$ cat src/rtl/ecc_skid_buf.sv
// Two-entry in-order valid/ready skid buffer; 1-cycle latency when empty.
// s_ready is decoded from the occupancy register only, so it never depends on m_ready.
module ecc_skid_buf #(
  parameter int W = 27
) (
  input  logic         clk,
  input  logic         rst,
  input  logic         s_valid,
  output logic         s_ready,
  input  logic [W-1:0] s_dat,
  output logic         m_valid,
  input  logic         m_ready,
  output logic [W-1:0] m_dat
);

  logic [1:0]   count;
  logic [W-1:0] head;
  logic [W-1:0] tail;
  logic         push;
  logic         pop;

  assign s_ready = (count != 2'd2);
  assign m_valid = (count != 2'd0);
  assign m_dat   = head;
  assign push    = s_valid && s_ready;
  assign pop     = m_valid && m_ready;

  always_ff @(posedge clk) begin
    if (rst) begin
      count <= 2'd0;
      head  <= '0;
      tail  <= '0;
    end else begin
      unique case (count)
        2'd0: begin
          if (push) begin
            head  <= s_dat;
            count <= 2'd1;
          end
        end
        2'd1: begin
          if (push && pop) begin
            head <= s_dat;
          end else if (push) begin
            tail  <= s_dat;
            count <= 2'd2;
          end else if (pop) begin
            count <= 2'd0;
          end
        end
        default: begin
          // Full: no push possible, a pop promotes the skid entry.
          if (pop) begin
            head  <= tail;
            count <= 2'd1;
          end
        end
      endcase
    end
  end

endmodule

$ cat config.mk
export PLATFORM = sky130hd
export DESIGN_NAME = ecc_skid_buf
export DESIGN_NICKNAME = d
export VERILOG_FILES = /design/src/rtl/ecc_skid_buf.sv
export SDC_FILE = /design/constraint.sdc
export NUM_CORES = 1
export LEC_CHECK = 0
export ABC_AREA = 1
export CAP_MARGIN = 20
export CELL_PAD_IN_SITES_DETAIL_PLACEMENT = 0
export CELL_PAD_IN_SITES_GLOBAL_PLACEMENT = 1
export CORE_ASPECT_RATIO = 1.2
export CORE_MARGIN = 4
export CORE_UTILIZATION = 31
export DETAILED_ROUTE_END_ITERATION = 10
export GPL_ROUTABILITY_DRIVEN = 0
export GPL_TIMING_DRIVEN = 0
export PLACE_DENSITY = 0.78
export SYNTH_ARGS = -nofsm -noshare
export SYNTH_HDL_FRONTEND = slang
export SYNTH_SLANG_ARGS = --single-unit
export TNS_END_PERCENT = 1
$ cat constraint.sdc
create_clock -name clk -period 1.1 [get_ports clk]
set_clock_uncertainty 0.1 [all_clocks]
set_input_delay 0.22 -clock clk [delete_from_list [all_inputs] [get_ports clk]]
set_output_delay 0.22 -clock clk [all_outputs]
set_load 0.01 [all_outputs]
* Word level (Yosys, flattened, before mapping)
Cells that the tools add are included.
** Operators by class
- Equality and inequality tests :: 6
- Mux-type cells :: 10
- Bitwise gates (word level) :: 1
- Reductions and logical operators :: 9
** Operator list (number)
- 27-bit two-way mux :: 3
- 27-bit one-hot mux with 2 select lines :: 1
- 2-bit two-way mux :: 5
- 2-bit != test (second input constant) :: 4
- 3-bit AND reduction :: 2
- 2-bit one-hot mux with 2 select lines :: 1
- 4-bit AND reduction :: 1
- 1-bit logical AND :: 3
- 3-bit != test (second input constant) :: 1
- 3-bit nonzero test :: 1
- 2-bit by 1-bit equality test with 1-bit output (second input constant) :: 1
- 2-bit logical NOT :: 1
- 2-bit nonzero test :: 1
- 1-bit inverter :: 1
** Word-level totals
- Register bits after elaboration :: 56
- Bits of input ports :: 31
- Output and inout port bits :: 29
- Logic and storage cells :: 29

* Longest topological paths before layout
- Word-level depth :: 6
- Mapped depth :: 8
- Gate-level depth less buffers :: 7

* Worst setup path after synthesis
No wires, ideal clock.
- Kind :: register to register
- Start point :: register count[1]
- End point :: register head[0] (netlist: m_dat[0])
- Library setup time :: 0.113 ns
- Arrival time :: 1.002 ns
- Setup slack :: -0.115 ns
- Cell stages (with the launch flop) :: 8
- Buffers on the path :: 1
- Clock period less this slack :: 1.215 ns
- Path through :: dfxtp_1 > nor2_2 > nor2_4 > nor2_8 > inv_6 > buf_6 > nor2_2 > nor2_1
** On the way
- Longest elaborated chain between the ends :: 5
** RTL lines
- start, declared :: line 16 : logic [1:0] count;
- start signal, assigned :: line 30 : count <= 2'd0;
- start signal, assigned :: line 38 : count <= 2'd1;
- start signal, assigned :: line 46 : count <= 2'd2;
- 2-bit != test or 2-bit nonzero test (tied branches) :: line 22, 23
- 1-bit logical AND, on equally long branches :: line 25, 26
- 1-bit logical AND :: line 42 : if (push && pop) begin
- 2-bit != test (no line)
- 3-bit AND reduction (no line)
- end signal, assigned :: line 37 : head <= s_dat;
- end signal, assigned :: line 43 : head <= s_dat;
- end signal, assigned :: line 54 : head <= tail;
- end, declared :: line 17 : logic [W-1:0] head;
Parallel ways exist; a longest one is shown, timed or not.
A chain may end at the register's enable or synchronous reset.

* Final worst setup path
- Start point :: register count[1]
- End point :: output s_ready
** On the way
- Longest elaborated chain between the ends :: 1
** RTL lines
- 2-bit != test :: line 22 : assign s_ready = (count != 2'd2);
- end, declared :: line 9 : output logic s_ready,
No other way between the ends.

==> impl_metrics.py <==
metrics = {
    "detailed_routing": {
        "met3WireLength_um": 199,
        "ant_nets": 0,
        "post_drt_wl_per_cell_um": 12.5,
        "wl_met2_um": 3110,
        "first_iter_violations": 85,
        "vias_per_cell": 4.57,
        "drt-total-wl_um": 6380,
        "m1WireLength_um": 2990,
        "drc": 0,
        "highest_layer": "met4",
        "firstDrtPassIters": 4,
        "vias": 2333,
    },
    "synth": {
        "syn_avg_cell_area_um2": 7.07,
        "ys_seq_elements": 56,
        "synth.distinct_cells": 22,
        "yosysSeqAreaShare": 0.464,
        "yosysWarnings": 0,
        "yosysTopAreaCellShare": 0.464,
        "ys.flop_type": "dfxtp_1",
        "yosysMostFrequentCell": "nand2_1",
        "synth_common_cells": "nand2_1, dfxtp_1, nor2_1",
        "synth_edf_count": 0,
        "netlist_top_cells_area": "dfxtp_1, nand2_1, a21oi_1, nor2_2, nor2_1",
        "async_flop_share": 0,
        "synth_fp_nets": 373,
        "yosys.area.top_type": "dfxtp_1",
        "syn-cell-area_um2": 2420,
        "synthCells": 342,
    },
    "sta": {
        "max_slew.worst_pin.slew_ns": 0.283,
        "fin_crit_ns": 1.39,
        "final.period_utilization": 1.26,
        "hold_viol": 0,
        "fmax_mhz": 720,
        "setup_viol": 57,
        "finalSetupTns_ns": -10.79,
        "rsz0062_at_grt": "yes",
        "maxSlewViolCount": 0,
        "worst_slack_ns": -0.289,
        "relSlewSlack": 0.811,
    },
    "worst_setup_path": {
        "cp_cell_sequence": "buf_8, buf_8, nand2_2, buf_6",
        "endpoint": "s_ready",
        "crit_family": "flip-flops",
        "r2r_start": "count[1]$_SDFFE_PP0P_",
        "max_stage_delay_ns": 0.38,
        "required_ns": 0.78,
        "startpoint_type": "flop",
        "critPathKind": "reg2out",
        "r2r_slack_ns": -0.29,
        "worst-path-stages": 4,
        "crit_top_cell": "buf_8",
        "cp-end-kind": "output port",
        "critPathLaunch": "count[1]$_SDFFE_PP0P_",
        "timing.critical_path.buf_inv": 3,
        "worstRegToRegCells": 8,
        "worstPathMaxFanout": 4,
        "r2r_end": "m_dat[22]$_SDFFE_PP0P_",
        "cp_slowest_cell": "dfxtp_4",
        "worstPathArrival_ns": 1.07,
    },
    "worst_hold_path": {
        "whs_path_depth": 2,
        "min_path_type": "in2reg",
    },
    "die": {
        "die_area_um2": 9280,
        "ios": 60,
        "core_um2": 7620,
        "die_width_um": 88.6,
        "die_height_um": 105,
        "start_util": 0.317,
        "num_rows": 35,
    },
    "pwr": {
        "vdd_ir_drop_max_uv": 584,
        "p_leak_nw": 1.48,
        "power_density_nw_per_um2": 1260,
    },
    "finish": {
        "drive_above_1_share": 0.313,
        "regArea_um2": 1160,
        "diodes": 0,
        "final_area_um2": 3470,
        "area_growth_pct": 43.7,
        "fill_cells": 820,
        "multi_input_area_um2": 1190,
        "finalNetCount": 448,
    },
    "global_routing": {
        "grt_pass1_vias": 2183,
        "overflow": 0,
        "grt_max_degree": 17,
        "gr-usage-all-layers": 0.143,
        "antenna_found_initial": 0,
        "grt_pass1_wl_um": 10700,
    },
    "clocking": {
        "clkSlewWorstSetupHoldPaths_ns": 0.10,
        "cts_made_buffers": 5,
        "tritoncts": "built",
        "clock_path_buffers": 2,
        "cts.sink_count": 56,
        "clockRootBuffer": "clkbuf_8",
        "clk_latency_ns": 0.30,
        "htree_levels": 2,
    },
    "job": {
        "cap_violations": 0,
    },
    "placed_design": {
        "place_area_um2": 3130,
        "dpl.hpwl_um": 4410,
        "io_buffers": 59,
    },
    "run_status": {
        "violations": "setup timing",
        "status": "finished with violations",
    },
}
## cell usage in the layout, fill, tap and decap left out, types with 5 or more instances in the layout
| master | instances |
|---|---|
| dfxtp_1 | 27 |
| clkbuf_2 | 6 |
| a21oi_2 | 6 |
| nor2_2 | 20 |
| nor2_1 | 35 |
| buf_8 | 5 |
| dfxtp_2 | 28 |
| o21ai_0 | 7 |
| buf_6 | 30 |
| buf_4 | 11 |
| o21ai_1 | 20 |
| clkbuf_8 | 6 |
| nand2_1 | 140 |
| a21oi_1 | 22 |
| clkdlybuf4s50_1 | 28 |
## power by group
group          switching, W  internal [W]
Clock              0.000642      0.000504
Sequential        0.0000952       0.00218
Combinational      0.000463      0.000496
## flip-flops by register name (all words and copies together) (netlist names)
signal,flops
m_dat,27
tail,27
count,2
## logic make-up (layout without fill, tap and decap cells)
family	Yosys count	count (layout)	synth area share
compound gates	55	55	0.114
buf+inv	26	102	0.0611
flops	56	56	0.464
simple gates	205	205	0.361
## timing repair
item | in CTS | in global routing
hold buffers | 0 | 0
endpoints found under the setup margin | 85 | 84
resized for setup | 187 | 25
setup buffers | 9 | 0
pin swaps | 2 | 1
## cell type report
| type | count | share of cell area |
|---|---|---|
| plain buffers | 19 | 0.0526 |
| clock buffers | 6 | 0.0238 |
| clock inverters | 2 | 0.00288 |
| inverters | 7 | 0.0112 |
| multi-input cells | 260 | 0.342 |
| flip-flops and latches | 56 | 0.334 |
| well taps | 92 | 0.0331 |
| repair buffers | 68 | 0.200 |
## worst min path at each step
stage	start	endpoint
finish	m_ready	count[1]$_SDFFE_PP0P_
global route	m_ready	count[1]$_SDFFE_PP0P_
CTS	m_ready	count[1]$_SDFFE_PP0P_
detailed placement	tail[1]$_SDFFE_PP0P_	tail[1]$_SDFFE_PP0P_
global placement	tail[1]$_SDFFE_PP0P_	tail[1]$_SDFFE_PP0P_
floorplan	m_ready	count[1]$_SDFFE_PP0P_
## metal layers
metal / track usage / vias to the layer above
met4: 0.0356 / 0
li1: - / 1218
met3: 0.0221 / 6
met5: 0 / -
met2: 0.232 / 38
met1: 0.197 / 1071
## worst register-to-register path: stages (launching register included)
cell and delay, ns:
dfxtp_4 0.38, buf_4 0.14, nor2_4 0.11, nor2_4 0.06, nor2_8 0.14, inv_6 0.08
buf_12 0.15, nor2_2 0.08, nor2_1 0.05
## through the flow
| stage | hold WS, ns | power [W] | std cells | util | worst slack (ns) |
|---|---|---|---|---|---|
| 5_1_grt | 0.306 | 0.00464 | 510 | 0.456 | -0.384 |
| 4_1_cts | 0.303 | 0.00439 | 510 | 0.442 | -0.298 |
| 3_5_place_dp | 0.357 | 0.00317 | 493 | 0.411 | -0.814 |
| 3_3_place_gp | 0.352 | 0.00316 | 493 | 0.411 | -0.820 |
| 2_1_floorplan | 0.191 | 0.00273 | 342 | - | -0.0969 |
| 6_report | 0.309 | 0.00438 | 510 | 0.456 | -0.289 |
Power figures use the tool's default switching activity.
